**src/rtl/tone_sequencer.sv**
```systemverilog
// -----------------------------------------------------------------------------
// tone_sequencer
//
// Plays a queue of (period, duration) notes as a square wave. The host pushes
// notes into a small FIFO; the sequencer pops one note at a time and plays it.
// Each note starts with a single LOAD cycle. The period counter and the tick
// prescaler run by themselves and are cleared between notes, so the host never
// has to pulse a reset to start the next note.
//
// Optional build macro:
//   TONE_SEQ_STOP_EN - adds the 'stop' input. stop==1 at a clock edge empties
//                      the FIFO and returns the player to IDLE, exactly like
//                      reset. note_ready is not gated by stop, but any push on
//                      that edge is discarded. reset has priority over stop.
//
// Ports:
//   clk          in   system clock, rising edge
//   reset        in   synchronous, active-low reset
//   note_valid   in   host presents a note
//   note_period  in   half-period in clocks (0 = rest)
//   note_dur     in   note length in ticks of TICK_DIV clocks (0 = skip)
//   stop         in   abort playback and flush (TONE_SEQ_STOP_EN only)
//   note_ready   out  FIFO can accept a note
//   tone_out     out  square-wave audio output
//   count        out  current period-counter value
//   busy         out  high while in LOAD or PLAY
//   fifo_level   out  number of queued notes
//   o_dbg_state  out  FSM state (0 = IDLE, 1 = LOAD, 2 = PLAY)
//
// Handshake: a note is transferred on every rising clk edge where
// note_valid && note_ready. note_ready depends only on the registered FIFO
// level and the reset input, never on note_valid. When the FIFO is full,
// note_ready stays low even in a cycle where a pop frees a slot.
// -----------------------------------------------------------------------------
module tone_sequencer #(
  parameter int PERIOD_W = 8,
  parameter int DUR_W    = 8,
  parameter int DEPTH    = 4,
  parameter int TICK_DIV = 256
) (
  input  logic                      clk,
  input  logic                      reset,
  input  logic                      note_valid,
  input  logic [PERIOD_W-1:0]       note_period,
  input  logic [DUR_W-1:0]          note_dur,
`ifdef TONE_SEQ_STOP_EN
  input  logic                      stop,
`endif
  output logic                      note_ready,
  output logic                      tone_out,
  output logic [PERIOD_W-1:0]       count,
  output logic                      busy,
  output logic [$clog2(DEPTH):0]    fifo_level,
  output logic [1:0]                o_dbg_state
);

  localparam int AW = $clog2(DEPTH);
  localparam int LW = AW + 1;
  localparam int PW = $clog2(TICK_DIV);

  typedef enum logic [1:0] {
    S_IDLE = 2'd0,
    S_LOAD = 2'd1,
    S_PLAY = 2'd2
  } state_t;

  state_t              r_state;
  logic [PERIOD_W-1:0] r_mem_period [DEPTH];
  logic [DUR_W-1:0]    r_mem_dur    [DEPTH];
  logic [AW-1:0]       r_wr_ptr;
  logic [AW-1:0]       r_rd_ptr;
  logic [LW-1:0]       r_level;
  logic [PERIOD_W-1:0] r_period;
  logic [PERIOD_W-1:0] r_count;
  logic [DUR_W-1:0]    r_dur;
  logic [PW-1:0]       r_presc;
  logic                r_tone;

  logic                w_stop;
  logic                w_push;
  logic                w_pop;
  logic                w_tick;
  logic                w_note_end;
  logic [LW-1:0]       w_level_nxt;
  logic [PERIOD_W-1:0] w_head_period;
  logic [DUR_W-1:0]    w_head_dur;

`ifdef TONE_SEQ_STOP_EN
  assign w_stop = stop;
`else
  assign w_stop = 1'b0;
`endif

  assign note_ready  = reset && (r_level < LW'(DEPTH));
  assign w_push      = note_valid && note_ready;
  assign w_pop       = (r_state == S_LOAD) && (r_level != '0);
  // The level after this edge. A push on the same edge counts, so the next
  // note follows without an extra IDLE cycle.
  assign w_level_nxt = r_level + {{AW{1'b0}}, w_push} - {{AW{1'b0}}, w_pop};

  assign w_head_period = r_mem_period[r_rd_ptr];
  assign w_head_dur    = r_mem_dur[r_rd_ptr];

  assign w_tick     = (r_presc == PW'(TICK_DIV - 1));
  assign w_note_end = w_tick && (r_dur == DUR_W'(1));

  // The FIFO storage has no reset. Pointers and level alone decide what is valid.
  always_ff @(posedge clk) begin
    if (w_push) begin
      r_mem_period[r_wr_ptr] <= note_period;
      r_mem_dur[r_wr_ptr]    <= note_dur;
    end
  end

  always_ff @(posedge clk) begin
    if (!reset || w_stop) begin
      r_state  <= S_IDLE;
      r_wr_ptr <= '0;
      r_rd_ptr <= '0;
      r_level  <= '0;
      r_period <= '0;
      r_dur    <= '0;
      r_count  <= '0;
      r_presc  <= '0;
      r_tone   <= 1'b0;
    end else begin
      r_level <= w_level_nxt;
      if (w_push) r_wr_ptr <= r_wr_ptr + AW'(1);
      if (w_pop)  r_rd_ptr <= r_rd_ptr + AW'(1);

      case (r_state)
        S_IDLE: begin
          r_count <= '0;
          r_presc <= '0;
          r_tone  <= 1'b0;
          if (r_level != '0) r_state <= S_LOAD;
        end

        S_LOAD: begin
          r_period <= w_head_period;
          r_dur    <= w_head_dur;
          r_count  <= '0;
          r_presc  <= '0;
          r_tone   <= 1'b0;
          // A zero-length note is dropped here and never enters PLAY.
          if (w_head_dur == '0)
            r_state <= (w_level_nxt != '0) ? S_LOAD : S_IDLE;
          else
            r_state <= S_PLAY;
        end

        S_PLAY: begin
          r_presc <= w_tick ? '0 : r_presc + PW'(1);
          if (w_tick) r_dur <= r_dur - DUR_W'(1);

          if (w_note_end) begin
            r_count <= '0;
            r_tone  <= 1'b0;
            r_state <= (w_level_nxt != '0) ? S_LOAD : S_IDLE;
          end else if (r_period == '0) begin
            // Rest: the waveform stays silent for the whole duration.
            r_count <= '0;
            r_tone  <= 1'b0;
          end else if (r_count == r_period - PERIOD_W'(1)) begin
            r_count <= '0;
            r_tone  <= ~r_tone;
          end else begin
            r_count <= r_count + PERIOD_W'(1);
          end
        end

        default: r_state <= S_IDLE;
      endcase
    end
  end

  assign tone_out    = r_tone;
  assign count       = r_count;
  assign busy        = (r_state != S_IDLE);
  assign fifo_level  = r_level;
  assign o_dbg_state = r_state;

endmodule

```
**config.mk**
```make
export PLATFORM = sky130hd
export DESIGN_NAME = tone_sequencer
export DESIGN_NICKNAME = d
export VERILOG_FILES = /design/src/rtl/tone_sequencer.sv
export SDC_FILE = /design/constraint.sdc
export NUM_CORES = 1
export LEC_CHECK = 0
export BUFFER_PORTS_ARGS = -buffer_cell sky130_fd_sc_hd__buf_2
export CAP_MARGIN = 30
export CORE_UTILIZATION = 44
export DETAILED_ROUTE_END_ITERATION = 7
export GPL_TIMING_DRIVEN = 0
export SLEW_MARGIN = 20
export SYNTH_ARGS = -nofsm -noshare
export SYNTH_HDL_FRONTEND = slang
export SYNTH_SLANG_ARGS = --single-unit
```
**constraint.sdc**
```tcl
create_clock -name clk -period 5.05 [get_ports clk]
set_input_delay 1.01 -clock clk [delete_from_list [all_inputs] [get_ports clk]]
set_output_delay 1.01 -clock clk [all_outputs]
set_load 0.01 [all_outputs]
```
==> results.py <==
metrics = {
    "clock_tree": {
        "cts_resized": 0,
        "cts_setup_buffers": 0,
        "cts_tree": "done",
        "cts_hold_buf": 0,
        "cts_root_buf": "clkbuf_8",
        "cts_buffer_depth": 2,
        "numCtsBuffers": 9,
        "cts.sinks": 108,
        "clkTransAtPathRegs_ns": 0.10,
        "clock_latency_ns": 0.37,
        "htree_levels": 3,
    },
    "critical_path": {
        "end_kind": "register",
        "crit_type": "input pin to register",
        "crit_fanout": 7,
        "worstPathArrival_ns": 3.30,
        "worstPathRequired_ns": 5.29,
        "cp-start-kind": "input pin",
    },
    "timing": {
        "fmax_mhz": 326,
        "period_needed_ns": 3.06,
        "period_share_pct": 60.7,
        "fin_tns_setup_ns": 0,
        "maxSlewViolCount": 0,
        "relSlewSlack_pct": 43.3,
        "grt_setup_unrepaired": "no",
        "clock_skew_ns": 0.00941,
        "setup_viol": 0,
        "layout_setup_ws_ns": 1.99,
        "tightest_slew_ns": 0.851,
        "hold_viol": 0,
    },
    "global_routing": {
        "grt_pass1_vias": 2996,
        "grt_pass1_wl_um": 15100,
        "antenna_found_initial": 0,
        "overflow": 0,
        "grtUsageTotal_pct": 17.5,
        "grt_max_degree": 19,
    },
    "synth": {
        "synth.avg_cell_area_um2": 12.3,
        "synth_seq_cells": 108,
        "synthArstFlopShare_pct": 0,
        "synth_cell_types": 54,
        "yosysWarnings": 0,
        "ys_seq_area_share_pct": 58.3,
        "syn_inst": 391,
        "syn_nets": 423,
        "synth_area_mm2": 0.00481,
        "synth-edff-count": 64,
        "synth_top_flop_cell": "edfxtp_1",
    },
    "floorplanning": {
        "fp.dieW_um": 107,
        "pin_count": 35,
        "design.core.area_mm2": 0.0105,
        "dieArea_mm2": 0.0114,
        "fp-row-count": 37,
        "start_util_pct": 46.0,
        "die_h_um": 107,
    },
    "cells_and_area": {
        "drive_above_1_share_pct": 17.5,
        "final_common_cell": "edfxtp_1",
        "antenna_cells": 0,
        "final_cell_mix": "64 x edfxtp_1, 44 x dfxtp_1, 38 x buf_2, 36 x nand2_1, 32 x nor2_1",
        "instances_no_fill": 577,
        "syn_to_final_growth_pct": 11.1,
        "nNetsFinal": 468,
    },
    "detailed_routing": {
        "drtIter0Drc": 142,
        "wl_um": 9220,
        "drc": 0,
        "ant_nets": 0,
        "dr.pass1.iters": 5,
        "vias": 3139,
        "avgViaCountPerCell": 5.44,
        "wire_per_inst_um": 16.0,
    },
    "hold_path": {
        "hold_class": "register to register",
    },
    "pwr": {
        "power.leakage_nw": 1.81,
        "switching_share_pct": 31.8,
        "intPower_mw": 1.51,
        "power.density_mw_per_mm2": 416,
        "ir_drop_uv": 206,
        "p_sw_mw": 0.707,
        "clock_power_share_pct": 23.5,
        "p_comb_share_pct": 27.1,
        "pwr-share-seq_pct": 49.4,
    },
    "placement": {
        "dp_hpwl_um": 6420,
        "dp_slack_ns": 1.63,
        "dp.cells": 561,
        "gp_congestion": 0.799,
        "port_buffers": 34,
    },
    "job": {
        "cap_violations": 0,
    },
    "status": {
        "status": "finished, final reports clean",
    },
}
-- sequential cells by signal, indices dropped and copies added (netlist names), named ones only --
name          count
r_mem_dur        32
r_mem_period     32
count             8
r_dur             8
r_period          8
r_presc           8
fifo_level        3
o_dbg_state       2
r_rd_ptr          2
r_wr_ptr          2
tone_out          1
-- logic make-up (layout without fill, tap and decap cells) --
kind of cell,after synthesis,in the layout,share of synthesized area (%)
AND/OR/NAND/NOR,136,136,14.4
flip-flops,108,108,58.3
AO/OA/AOI/OAI,70,70,9.88
buffers and inverters,29,79,2.55
XOR/XNOR,19,19,3.85
multiplexers,16,16,7.49
adder cells (fa/ha/maj),13,13,3.54
-- final cells by class --
type,count,area [um2]
Clock buffer,11,131
Sequential cell,108,2800
Clock inverter,5,62.6
Inverter,12,45.0
Buffer,17,77.6
Timing Repair Buffer,34,170
Multi-Input combinational cell,254,1890
Fill cell,953,5120
Tap cell,136,170
-- through the flow --
stage | power [mW] | hold slack [ns] | util, % | instance area (um2)
final | 2.22 | 0.470 | 51.1 | 5350
after global routing | 2.35 | 0.506 | 51.1 | 5350
after CTS | 2.24 | 0.470 | 51.1 | 5350
after detailed placement | 1.72 | 0.455 | 49.2 | 5150
after global placement | 1.70 | 0.451 | 49.2 | 5150
after floorplan | 1.56 | 0.458 | - | 4810
-- power by group through the flow --
stage	Combinational (mW)	Clock (mW)	Sequential, mW
6_report	0.602	0.523	1.10
5_1_grt	0.672	0.571	1.11
4_1_cts	0.602	0.538	1.10
3_5_place_dp	0.599	0	1.12
3_3_place_gp	0.585	0	1.11
2_1_floorplan	0.456	0	1.10
-- routing by layer --
layer	track usage [%]	part of all wire, %	up-vias
met4	5.19	0.94	0
met5	0	0	-
met2	28.0	47	53
met1	23.7	49	1546
li1	-	-	1530
met3	4.11	3.5	10
-- path summary, 6_finish.rpt --
kind / startpoint / to / slack [ns] / cells past startpoint
max: reset / o_dbg_state[0] / 1.99 / 13
min: tone_out / tone_out / 0.47 / 2
max reg2reg: o_dbg_state[1] / o_dbg_state[0] / 2.38 / 11
min reg2reg: tone_out / tone_out / 0.47 / 2
-- critical path: stages --
cell and delay (ns):
buf_2 0.18, inv_1 0.14, nor2_1 0.34, and2_1 0.26
inv_1 0.06, ha_1 0.28, inv_1 0.04, ha_1 0.17
fa_1 0.46, nor2_1 0.10, nand2_1 0.05, o21ai_0 0.14
nor3_1 0.07
-- cell usage after synthesis (9+ instances only) --
master | n | area (um2)
ha_1 | 12 | 150
a21oi_1 | 26 | 130
dfxtp_1 | 44 | 881
mux4_2 | 16 | 360
nor2_1 | 32 | 120
nand3_1 | 9 | 45.0
clkbuf_1 | 10 | 37.5
nor2b_1 | 9 | 56.3
nand2b_1 | 9 | 56.3
xnor2_1 | 12 | 105
edfxtp_1 | 64 | 1920
inv_1 | 12 | 45.0
nor3_1 | 11 | 55.1
nand2_1 | 36 | 135
Note: power is estimated with default switching activity, not from simulation.
